### src/rtl/i2c_poll_seq_pkg.sv
// Shared definitions for the I2C poll sequencer: register map, SCR bits, FSM states, SET word builder.
// Optional macro I2C_POLL_SEQ_CFG_WR_EN adds the CFGWR/WAITC states.
package i2c_pkg;

    localparam logic [31:0] SCR_OFS = 32'h0000_0000;
    localparam logic [31:0] SET_OFS = 32'h0000_0004;

    localparam int ACK_B   = 0;
    localparam int START_B = 1;
    localparam int BUSY_B  = 2;

    typedef enum logic [2:0] {
        ST_IDLE   = 3'd0,
        ST_LAUNCH = 3'd1,
        ST_WAIT1  = 3'd2,
        ST_FETCH  = 3'd3,
        ST_DRAIN  = 3'd4
`ifdef I2C_POLL_SEQ_CFG_WR_EN
        , ST_CFGWR = 3'd5,
        ST_WAITC  = 3'd6
`endif
    } state_t;

    // SET word: [6:0] device address, [15:8] register, [23:16] tx byte.
    function automatic logic [31:0] set_word(input logic [6:0] addr,
                                             input logic [7:0] rg,
                                             input logic [7:0] tx);
        return {8'h00, tx, rg, 1'b0, addr};
    endfunction

endpackage

### src/rtl/i2c_poll_seq_if.sv
// Wishbone classic single-transfer bus between the poll sequencer (master) and the I2C register slave.
// Handshake: cyc/stb/we/adr/dat_o are raised together and held until ack_i, then dropped the next cycle.
interface i2c_poll_seq_if;
    logic        wbm_cyc_o;
    logic        wbm_stb_o;
    logic        wbm_we_o;
    logic [31:0] wbm_adr_o;
    logic [3:0]  wbm_sel_o;
    logic [31:0] wbm_dat_o;
    logic [31:0] wbm_dat_i;
    logic        wbm_ack_i;

    modport master (
        output wbm_cyc_o, wbm_stb_o, wbm_we_o, wbm_adr_o, wbm_sel_o, wbm_dat_o,
        input  wbm_dat_i, wbm_ack_i
    );

    modport slave (
        input  wbm_cyc_o, wbm_stb_o, wbm_we_o, wbm_adr_o, wbm_sel_o, wbm_dat_o,
        output wbm_dat_i, wbm_ack_i
    );
endinterface

### src/rtl/i2c_poll_seq_wbm_single_xfer.sv
// Single Wishbone access engine: launches one access per request and guarantees an idle gap after each ack.
module wbm_single_xfer (
    input  logic                  clk,
    input  logic                  reset,
    i2c_poll_seq_if.master        wb,
    input  logic                  i_req,
    input  logic                  i_we,
    input  logic [31:0]           i_adr,
    input  logic [31:0]           i_dat,
    output logic                  o_done,
    output logic [31:0]           o_rdata,
    output logic                  o_active
);

    logic        r_cyc;
    logic        r_we;
    logic [31:0] r_adr;
    logic [31:0] r_dat;

    // A new access can only start from r_cyc=0, so the cycle after an ack is always idle.
    always_ff @(posedge clk or negedge reset) begin
        if (!reset) begin
            r_cyc <= 1'b0;
            r_we  <= 1'b0;
            r_adr <= 32'h0;
            r_dat <= 32'h0;
        end else if (r_cyc) begin
            if (wb.wbm_ack_i) begin
                r_cyc <= 1'b0;
                r_we  <= 1'b0;
            end
        end else if (i_req) begin
            r_cyc <= 1'b1;
            r_we  <= i_we;
            r_adr <= i_adr;
            r_dat <= i_dat;
        end
    end

    assign wb.wbm_cyc_o = r_cyc;
    assign wb.wbm_stb_o = r_cyc;
    assign wb.wbm_we_o  = r_we;
    assign wb.wbm_adr_o = r_adr;
    assign wb.wbm_sel_o = 4'hF;
    assign wb.wbm_dat_o = r_dat;

    assign o_done   = r_cyc & wb.wbm_ack_i;
    assign o_rdata  = wb.wbm_dat_i;
    assign o_active = r_cyc;

endmodule

### src/rtl/i2c_poll_seq.sv
// Periodic/triggered I2C register read sequencer driving the i2c_master_wb slave over Wishbone.
// Optional macro I2C_POLL_SEQ_CFG_WR_EN: write CFG_DATA to CFG_REG before every read.
module i2c_poll_seq
    import i2c_pkg::*;
#(
    parameter int          PERIOD_CYCLES  = 50_000_000,
    parameter logic [6:0]  SLAVE_ADDR     = 7'h63,
    parameter logic [7:0]  DATA_REG       = 8'h00,
    parameter logic [7:0]  CFG_REG        = 8'h01,
    parameter logic [7:0]  CFG_DATA       = 8'h00,
    parameter int          TIMEOUT_CYCLES = 200_000,
    parameter logic [31:0] BASE_ADR       = 32'h0
) (
    input  logic           clk,
    input  logic           reset,
    input  logic           enable,
    input  logic           trigger,
    i2c_poll_seq_if.master wbm,
    output logic [7:0]     result,
    output logic           result_valid,
    output logic           busy,
    output logic           err_nack,
    output logic           err_timeout,
    output state_t         state_dbg
);

    localparam int PW = (PERIOD_CYCLES > 1) ? $clog2(PERIOD_CYCLES) : 1;
    localparam int TW = (TIMEOUT_CYCLES > 1) ? $clog2(TIMEOUT_CYCLES) : 1;
    localparam logic [PW-1:0] P_LAST   = PW'(PERIOD_CYCLES - 1);
    localparam logic [TW-1:0] T_LAST   = TW'(TIMEOUT_CYCLES - 1);
    localparam logic [31:0]   ADR_SCR  = BASE_ADR + SCR_OFS;
    localparam logic [31:0]   ADR_SET  = BASE_ADR + SET_OFS;
    localparam logic [31:0]   RD_WORD  = set_word(SLAVE_ADDR, DATA_REG, 8'h00);
`ifdef I2C_POLL_SEQ_CFG_WR_EN
    localparam logic [31:0]   CFG_WORD = set_word(SLAVE_ADDR, CFG_REG, CFG_DATA);
`endif

    state_t        r_state;
    logic [PW-1:0] r_pcnt;
    logic [TW-1:0] r_tcnt;
    logic          r_pend;
    logic [7:0]    r_result;
    logic          r_result_valid;
    logic          r_err_nack;
    logic          r_err_timeout;

    logic          w_tick;
    logic          w_req_in;
    logic          w_start;
    logic          w_poll;
    logic          w_to;
    logic          w_req;
    logic          w_we;
    logic [31:0]   w_adr;
    logic [31:0]   w_dat;
    logic          w_done;
    logic          w_active;
    logic [31:0]   w_rdata;
    logic          w_scr_done;
    logic          w_scr_ack;
    logic          w_unused;

    always_ff @(posedge clk or negedge reset) begin
        if (!reset)                r_pcnt <= '0;
        else if (!enable)          r_pcnt <= '0;
        else if (r_pcnt == P_LAST) r_pcnt <= '0;
        else                       r_pcnt <= r_pcnt + 1'b1;
    end

    assign w_tick   = enable && (r_pcnt == P_LAST);
    assign w_req_in = w_tick || trigger;
    assign w_start  = (r_state == ST_IDLE) && (r_pend || w_req_in);

`ifdef I2C_POLL_SEQ_CFG_WR_EN
    assign w_poll = (r_state == ST_WAIT1) || (r_state == ST_DRAIN) || (r_state == ST_WAITC);
`else
    assign w_poll = (r_state == ST_WAIT1) || (r_state == ST_DRAIN);
`endif
    assign w_to       = w_poll && (r_tcnt == T_LAST);
    assign w_scr_done = w_rdata[START_B] && !w_rdata[BUSY_B];
    assign w_scr_ack  = w_rdata[ACK_B];
    assign w_unused   = ^w_rdata[31:8];

    // The IDLE request is issued in the same cycle the start is decided so the bus moves one cycle later.
    always_comb begin
        w_req = 1'b0;
        w_we  = 1'b0;
        w_adr = ADR_SCR;
        w_dat = 32'h0;
        case (r_state)
            ST_IDLE: begin
                w_req = w_start;
                w_adr = ADR_SET;
`ifdef I2C_POLL_SEQ_CFG_WR_EN
                w_we  = 1'b1;
                w_dat = CFG_WORD;
`else
                w_dat = RD_WORD;
`endif
            end
            ST_LAUNCH, ST_FETCH: begin
                w_req = 1'b1;
                w_adr = ADR_SET;
                w_dat = RD_WORD;
            end
            ST_WAIT1, ST_DRAIN: w_req = !w_to;
`ifdef I2C_POLL_SEQ_CFG_WR_EN
            ST_CFGWR: begin
                w_req = 1'b1;
                w_we  = 1'b1;
                w_adr = ADR_SET;
                w_dat = CFG_WORD;
            end
            ST_WAITC: w_req = !w_to;
`endif
            default: ;
        endcase
    end

    wbm_single_xfer u_xfer (
        .clk      (clk),
        .reset    (reset),
        .wb       (wbm),
        .i_req    (w_req),
        .i_we     (w_we),
        .i_adr    (w_adr),
        .i_dat    (w_dat),
        .o_done   (w_done),
        .o_rdata  (w_rdata),
        .o_active (w_active)
    );

    always_ff @(posedge clk or negedge reset) begin
        if (!reset) begin
            r_state        <= ST_IDLE;
            r_tcnt         <= '0;
            r_pend         <= 1'b0;
            r_result       <= 8'h00;
            r_result_valid <= 1'b0;
            r_err_nack     <= 1'b0;
            r_err_timeout  <= 1'b0;
        end else begin
            r_result_valid <= 1'b0;
            if (w_req_in && (r_state != ST_IDLE)) r_pend <= 1'b1;
            if (w_poll && (r_tcnt != T_LAST))     r_tcnt <= r_tcnt + 1'b1;
            case (r_state)
                ST_IDLE: if (w_start) begin
                    r_pend        <= 1'b0;
                    r_err_nack    <= 1'b0;
                    r_err_timeout <= 1'b0;
`ifdef I2C_POLL_SEQ_CFG_WR_EN
                    r_state       <= ST_CFGWR;
`else
                    r_state       <= ST_LAUNCH;
`endif
                end
`ifdef I2C_POLL_SEQ_CFG_WR_EN
                ST_CFGWR: if (w_done) begin
                    r_state <= ST_WAITC;
                    r_tcnt  <= '0;
                end
                ST_WAITC: begin
                    if (w_to && (w_done || !w_active)) begin
                        r_err_timeout <= 1'b1;
                        r_state       <= ST_IDLE;
                    end else if (w_done && w_scr_done) begin
                        if (w_scr_ack) r_state <= ST_LAUNCH;
                        else begin
                            r_err_nack <= 1'b1;
                            r_state    <= ST_IDLE;
                        end
                    end
                end
`endif
                ST_LAUNCH: if (w_done) begin
                    r_state <= ST_WAIT1;
                    r_tcnt  <= '0;
                end
                // On timeout an access in flight is allowed to finish; no new one is requested.
                ST_WAIT1: begin
                    if (w_to && (w_done || !w_active)) begin
                        r_err_timeout <= 1'b1;
                        r_state       <= ST_IDLE;
                    end else if (w_done && w_scr_done) begin
                        if (w_scr_ack) r_state <= ST_FETCH;
                        else begin
                            r_err_nack <= 1'b1;
                            r_state    <= ST_IDLE;
                        end
                    end
                end
                ST_FETCH: if (w_done) begin
                    r_result       <= w_rdata[7:0];
                    r_result_valid <= 1'b1;
                    r_state        <= ST_DRAIN;
                    r_tcnt         <= '0;
                end
                ST_DRAIN: begin
                    if (w_to && (w_done || !w_active)) begin
                        r_err_timeout <= 1'b1;
                        r_state       <= ST_IDLE;
                    end else if (w_done && w_scr_done) begin
                        r_state <= ST_IDLE;
                    end
                end
                default: r_state <= ST_IDLE;
            endcase
        end
    end

    assign result       = r_result;
    assign result_valid = r_result_valid;
    assign busy         = (r_state != ST_IDLE);
    assign err_nack     = r_err_nack;
    assign err_timeout  = r_err_timeout;
    assign state_dbg    = r_state;

endmodule

### src/flat_wrapper.sv
// flat-port wrapper written by rule: the top's interface ports become plain ports
module i2c_poll_seq_flat import i2c_pkg::*;
#(
    parameter int          PERIOD_CYCLES  = 50_000_000,
    parameter logic [6:0]  SLAVE_ADDR     = 7'h63,
    parameter logic [7:0]  DATA_REG       = 8'h00,
    parameter logic [7:0]  CFG_REG        = 8'h01,
    parameter logic [7:0]  CFG_DATA       = 8'h00,
    parameter int          TIMEOUT_CYCLES = 200_000,
    parameter logic [31:0] BASE_ADR       = 32'h0
)
  (clk, reset, enable, trigger, result, result_valid, busy, err_nack, err_timeout, state_dbg, wbm_wbm_cyc_o, wbm_wbm_stb_o, wbm_wbm_we_o, wbm_wbm_adr_o, wbm_wbm_sel_o, wbm_wbm_dat_o, wbm_wbm_dat_i, wbm_wbm_ack_i);
  i2c_poll_seq_if wbm_i ();
  input  logic clk;
  input  logic reset;
  input  logic enable;
  input  logic trigger;
  output logic [7:0] result;
  output logic result_valid;
  output logic busy;
  output logic err_nack;
  output logic err_timeout;
  output state_t state_dbg;
  output wire logic [$bits(wbm_i.wbm_cyc_o)-1:0] wbm_wbm_cyc_o;
  output wire logic [$bits(wbm_i.wbm_stb_o)-1:0] wbm_wbm_stb_o;
  output wire logic [$bits(wbm_i.wbm_we_o)-1:0] wbm_wbm_we_o;
  output wire logic [$bits(wbm_i.wbm_adr_o)-1:0] wbm_wbm_adr_o;
  output wire logic [$bits(wbm_i.wbm_sel_o)-1:0] wbm_wbm_sel_o;
  output wire logic [$bits(wbm_i.wbm_dat_o)-1:0] wbm_wbm_dat_o;
  input wire logic [$bits(wbm_i.wbm_dat_i)-1:0] wbm_wbm_dat_i;
  input wire logic [$bits(wbm_i.wbm_ack_i)-1:0] wbm_wbm_ack_i;
  assign wbm_wbm_cyc_o = wbm_i.wbm_cyc_o;
  assign wbm_wbm_stb_o = wbm_i.wbm_stb_o;
  assign wbm_wbm_we_o = wbm_i.wbm_we_o;
  assign wbm_wbm_adr_o = wbm_i.wbm_adr_o;
  assign wbm_wbm_sel_o = wbm_i.wbm_sel_o;
  assign wbm_wbm_dat_o = wbm_i.wbm_dat_o;
  assign wbm_i.wbm_dat_i = wbm_wbm_dat_i;
  assign wbm_i.wbm_ack_i = wbm_wbm_ack_i;
  i2c_poll_seq #(.PERIOD_CYCLES(PERIOD_CYCLES), .SLAVE_ADDR(SLAVE_ADDR), .DATA_REG(DATA_REG), .CFG_REG(CFG_REG), .CFG_DATA(CFG_DATA), .TIMEOUT_CYCLES(TIMEOUT_CYCLES), .BASE_ADR(BASE_ADR)) u_core (.clk(clk), .reset(reset), .enable(enable), .trigger(trigger), .wbm(wbm_i), .result(result), .result_valid(result_valid), .busy(busy), .err_nack(err_nack), .err_timeout(err_timeout), .state_dbg(state_dbg));
endmodule
### config.mk
export PLATFORM = sky130hd
export DESIGN_NAME = i2c_poll_seq_flat
export DESIGN_NICKNAME = d
export VERILOG_FILES = /design/src/rtl/i2c_poll_seq_pkg.sv /design/src/rtl/i2c_poll_seq_if.sv /design/src/rtl/i2c_poll_seq_wbm_single_xfer.sv /design/src/rtl/i2c_poll_seq.sv /design/src/flat_wrapper.sv
export SDC_FILE = /design/constraint.sdc
export NUM_CORES = 1
export LEC_CHECK = 0
export CAP_MARGIN = 20
export CORE_MARGIN = 4
export CORE_UTILIZATION = 50
export CTS_BUF_LIST = sky130_fd_sc_hd__clkbuf_4 sky130_fd_sc_hd__clkbuf_8 sky130_fd_sc_hd__clkbuf_16
export DETAILED_ROUTE_END_ITERATION = 6
export GPL_TIMING_DRIVEN = 0
export PLACE_DENSITY_LB_ADDON = 0.08
export RECOVER_POWER = 50
export SLEW_MARGIN = 20
export SYNTH_ARGS = -nofsm -noshare
export SYNTH_HDL_FRONTEND = slang
export SYNTH_SLANG_ARGS = --single-unit
### constraint.sdc
create_clock -name clk -period 3.25 [get_ports clk]
set_clock_uncertainty 0.15 [all_clocks]
set_input_delay 0.8125 -clock clk [delete_from_list [all_inputs] [get_ports clk]]
set_output_delay 0.8125 -clock clk [all_outputs]
set_load 0.005 [all_outputs]
# Word-level counts from Yosys, hierarchy flattened
# Index checks and enable logic that the tools add are counted.
dict set report op_classes {
  bitwise_logic 2
  n_reduce_logical 29
  n_eq_ne 17
  n_mux 35
  n_addsub 2
}
# cell n
set op_table {}
lappend op_table {{2-to-1 mux 18 bit} 3}
lappend op_table {{2-to-1 mux 26 bit} 2}
lappend op_table {{adder 26 x 1 -> 26 bit (second input constant)} 1}
lappend op_table {{equality test 26 bit (second input constant)} 1}
lappend op_table {{2-to-1 mux 3 bit} 8}
lappend op_table {{adder 18 x 1 -> 18 bit (second input constant)} 1}
lappend op_table {{equality test 18 bit (second input constant)} 1}
lappend op_table {{inequality test 18 bit (second input constant)} 1}
lappend op_table {{2-to-1 mux 1 bit} 16}
lappend op_table {{one-hot mux 3 bit (5 select lines)} 1}
lappend op_table {{AND reduction 5 bit} 2}
lappend op_table {{logical AND 1 bit} 8}
lappend op_table {{inequality test 2 x 1 -> 1 bit (second input constant)} 4}
lappend op_table {{inequality test 2 bit (second input constant)} 4}
lappend op_table {{2-to-1 mux 7 bit} 1}
lappend op_table {{equality test 3 x 2 -> 1 bit (second input constant)} 2}
lappend op_table {{inequality test 3 bit (second input constant)} 2}
lappend op_table {{AND reduction 2 bit} 3}
lappend op_table {{nonzero test 2 bit} 3}
lappend op_table {{logical OR 1 bit} 4}
lappend op_table {{one-hot mux 1 bit (2 select lines)} 2}
lappend op_table {{OR reduction 2 bit} 2}
lappend op_table {{equality test 3 x 1 -> 1 bit (second input constant)} 1}
lappend op_table {{equality test 3 bit (second input constant)} 1}
lappend op_table {{9 further kinds} 11}
dict set report totals {
  reg_bits 125
  output_inout_bits 86
  in_bits 37
  wordCells 97
}

# Depth between registers and ports, before layout
dict set report logic_depth {
  word_depth 8
  depth_mapped 7
  mapped_depth_nobuf 6
}

# By module
# A second synthesis with hierarchy kept.
dict set report hier_totals {
  hier_cells 476
  hier_area_um2 6005.8
}
# mod area_each_um2 cells_each n_inst
set by_module_without_submodules {}
lappend by_module_without_submodules {wbm_single_xfer 3069.2 183 1}
lappend by_module_without_submodules {i2c_poll_seq 2936.6 293 1}

# Worst setup path after synthesis
# No wires, ideal clock.
dict set report synth_timing {
  path_kind {reg2out}
  start {reg u_core.r_state[1], in the netlist u_core.state_dbg[1]}
  end {out busy}
  path_buffers 1
  arrival_ns 0.974
  path_stages_with_launch 4
  slack_ns 1.314
  t_required_ns 2.288
  path_cell_list {dfrtp_1 clkbuf_1 nor3_1 inv_1}
}
dict set report synth_via {
  elab_chain_cells 1
}
# item line_no
set synth_lines {}
lappend synth_lines {{start, declared} i2c_poll_seq.sv:38} ;# state_t r_state;
lappend synth_lines {{start signal, assigned} i2c_poll_seq.sv:135} ;# r_state <= ST_IDLE;
lappend synth_lines {{start signal, assigned} i2c_poll_seq.sv:154} ;# r_state <= ST_LAUNCH;
lappend synth_lines {{start signal, assigned} i2c_poll_seq.sv:176} ;# r_state <= ST_WAIT1;
lappend synth_lines {{nonzero test 3 bit} i2c_poll_seq.sv:213} ;# assign busy = (r_state != ST_IDLE);
lappend synth_lines {{end, declared} flat_wrapper.sv:20} ;# output logic busy;
# No other way between the ends.

# Worst setup path in the final report
# Same ends and word-level chain as after synthesis.

==> out/metrics.yaml <==
ir_drop_uv: 390
grt-ovfl-total: 0
antenna_found_initial: 0
coreArea_um2: 7210
crit_chain: "clkbuf_1 -> nor3_1 -> inv_1 -> clkdlybuf4s50_1"
min_path_type: "register to register"
die_area_um2: 8800
cts_max_path_buffers: 2
via_count: 2792
die_width_um: 93.8
gp_congestion: 0.868
ys.flop_type: "dfrtp_1"
final.setup.tns_ns: 0
slowest_stage: "clkdlybuf4s50_1"
track_usage: 0.176
status: "complete, no violations"
yosysWarnings: 0
cts_resized: 0
maxSlewViolCount: 0
worst-path-max-fanout: 10
hold_buffers: 0
post-route-util: 0.636
syn-cell-area_um2: 3680
cts.sinks: 61
drive_gt1_frac: 0.227
cellLeakagePower_nw: 2.14
clockPowerShare: 0.319
grt_pass1_wl_um: 12500
tightestPinTransition_ns: 1.08
numCtsBuffers: 9
syn_area_per_cell_um2: 9.56
post_drt_wl_per_cell_um: 12.0
n_fill_cell: 636
cp-end-kind: "output port"
syn2layout_area_growth_pct: 24.8
viasPerCell: 4.68
ys_seq_elements: 61
row_count: 31
ys_types: 56
p_switching_mw: 0.730
cp.required_ns: 2.29
critical_path.max_stage_delay_ns: 0.46
drv_cap: 0
synth_edf_count: 0
netlist_instances: 385
switching_share: 0.284
cts.reportedPaths.clkPinSlew_ns: 0.07
hold_violations: 0
fin_crit_ns: 2.84
crit_arrival_ns: 1.88
crit_family: "buffers and inverters"
fin_area_um2: 4590
grt_setup_unrepaired: "no"
place_ws_ns: 0.516
synth_seq_area_share: 0.415
cts_root_buffer: "clkbuf_8"
postLayoutSetupSlackWorst_ns: 0.409
initial_core_util: 0.510
path_class: "register to output port"
fp.dieH_um: 93.8
critPathBufInv: 3
dp.cells: 581
htreeDepth: 3
wl_um: 7170
cp-start-kind: "register"
firstDrtPassIters: 4
grt_max_degree: 46
tritoncts: "yes"
n_antenna_cell: 0
period_share: 0.874
power_density_nw_per_um2: 560
whs_ns: 0.338
drcViolationCount: 0
insertion_delay_ns: 0.33
drt_iter0_drc: 91
ant_nets: 0
dp_hpwl_um: 5440
fin_cells: 597
slew_headroom: 0.282
io_buffers: 34
grt_pass1_vias: 2736
setup_viol: 0
p_total_mw: 2.57
fmax_ghz: 0.352
nNetsFinal: 532
ios: 123
ys_async_sr_fraction: 1.00
power_frac_seq: 0.363
place_area_um2: 4400
combPwrFrac: 0.318
cts_setup_buffers: 0
p_int_mw: 1.84
==> final cells by class <==
cell class,instances,area (um^2),share of cell area
multi-input combinational,297,1750,0.380
buffer,79,571,0.124
sequential,61,1530,0.333
clock inverter,6,110,0.0240
tap,99,124,0.0270
clock buffer,10,138,0.0300
inverter,10,37.5,0.00818
timing repair buffer,35,339,0.0739
==> power groups by stage <==
stage	clock [mW]	sequential (mW)	combinational, mW
after floorplan	0	0.944	0.475
after global placement	0	0.945	0.820
after detailed placement	0	0.948	0.828
after CTS	0.840	0.935	0.832
after global routing	0.874	0.951	0.901
final	0.820	0.934	0.818
==> final timing paths <==
| check | slack, ns | start | cells after the start | end |
|---|---|---|---|---|
| worst max-delay path | 0.41 | u_core.state_dbg[1] | 4 | busy |
| worst min-delay path | 0.34 | u_core.err_nack | 1 | u_core.err_nack |
| worst max register to register | 0.83 | u_core.r_pcnt[0] | 6 | u_core.err_timeout |
| worst min register to register | 0.34 | u_core.err_nack | 1 | u_core.err_nack |
| max in group asynchronous | 0.96 | reset | 2 | u_core.r_tcnt[5] |
| min in group asynchronous | 0.43 | reset | 1 | u_core.r_pcnt[4] |
==> registers in the layout (all words and copies together) (netlist names) <==
register and count:
u_core.result_valid 1, u_core.result 8, u_core.r_pend 1, u_core.u_xfer.o_active 1, u_core.err_nack 1, u_core.r_tcnt 18
u_core.err_timeout 1, u_core.u_xfer.wb.wbm_dat_o 1, u_core.state_dbg 3, u_core.r_pcnt 26
==> synthesized netlist by cell type (2+ instances only) <==
| cell | instances | area (um^2) |
|---|---|---|
| buf_4 | 70 | 526 |
| dfrtp_1 | 61 | 1530 |
| nor2_1 | 44 | 165 |
| nand2_1 | 23 | 86.3 |
| nand3_1 | 23 | 115 |
| xor2_1 | 19 | 166 |
| nand4_1 | 15 | 93.8 |
| inv_1 | 10 | 37.5 |
| o21ai_0 | 10 | 50.1 |
| xnor2_1 | 10 | 87.6 |
| nor3_1 | 9 | 45.0 |
| mux2_2 | 8 | 90.1 |
| a21oi_1 | 7 | 35.0 |
| and3_1 | 5 | 31.3 |
| clkbuf_1 | 5 | 18.8 |
| o211ai_1 | 5 | 37.5 |
| or3_1 | 5 | 31.3 |
| nor4_1 | 4 | 25.0 |
| and4_1 | 3 | 26.3 |
| nand2b_1 | 3 | 18.8 |
| nor4_4 | 3 | 63.8 |
| o31ai_1 | 3 | 22.5 |
| buf_2 | 2 | 10.0 |
| conb_1 | 2 | 7.51 |
| ha_1 | 2 | 25.0 |
| nand3_2 | 2 | 20.0 |
| o22ai_1 | 2 | 12.5 |
| or2_1 | 2 | 12.5 |
==> cell usage in the layout (no fill, tap or decap), types with 2 or more instances in the layout <==
cell | synthesis | final
o31ai_1 | 3 | 3
or2_1 | 2 | 2
buf_2 | 2 | 2
or3_1 | 5 | 5
nand2_1 | 23 | 23
clkinvlp_4 | 0 | 2
and3_1 | 5 | 5
clkbuf_8 | 0 | 10
o22ai_1 | 2 | 2
buf_4 | 70 | 70
dfrtp_1 | 61 | 61
nor3_1 | 9 | 9
clkbuf_2 | 1 | 2
a21oi_1 | 7 | 7
o21ai_0 | 10 | 10
conb_1 | 2 | 64
ha_1 | 2 | 2
nor4_4 | 3 | 2
nor4_1 | 4 | 5
nand3_1 | 23 | 24
xnor2_1 | 10 | 10
nor2_1 | 44 | 44
inv_1 | 10 | 10
mux2_2 | 8 | 8
bufinv_16 | 0 | 3
clkdlybuf4s50_1 | 0 | 32
clkbuf_1 | 5 | 6
nand2b_1 | 3 | 3
and4_1 | 3 | 3
nand4_1 | 15 | 15
xor2_1 | 19 | 19
o211ai_1 | 5 | 6
==> layer usage <==
metal	GRT usage	part of all wire
met4	0.0469	0.0075
met2	0.302	0.52
met5	0	0
met3	0.0505	0.038
met1	0.216	0.44
==> logic make-up after synthesis <==
kind of cell,Yosys count,share of synthesized area
DFF,61,0.415
adders and majority gates,2,0.00680
AOI/OAI and AO/OA,38,0.0731
buffers and inverters,89,0.165
xor gates and xnor gates,30,0.0734
and+or+nand+nor,155,0.240
other,2,0.00204
muxes,8,0.0245
(Power assumes the default switching activity.)
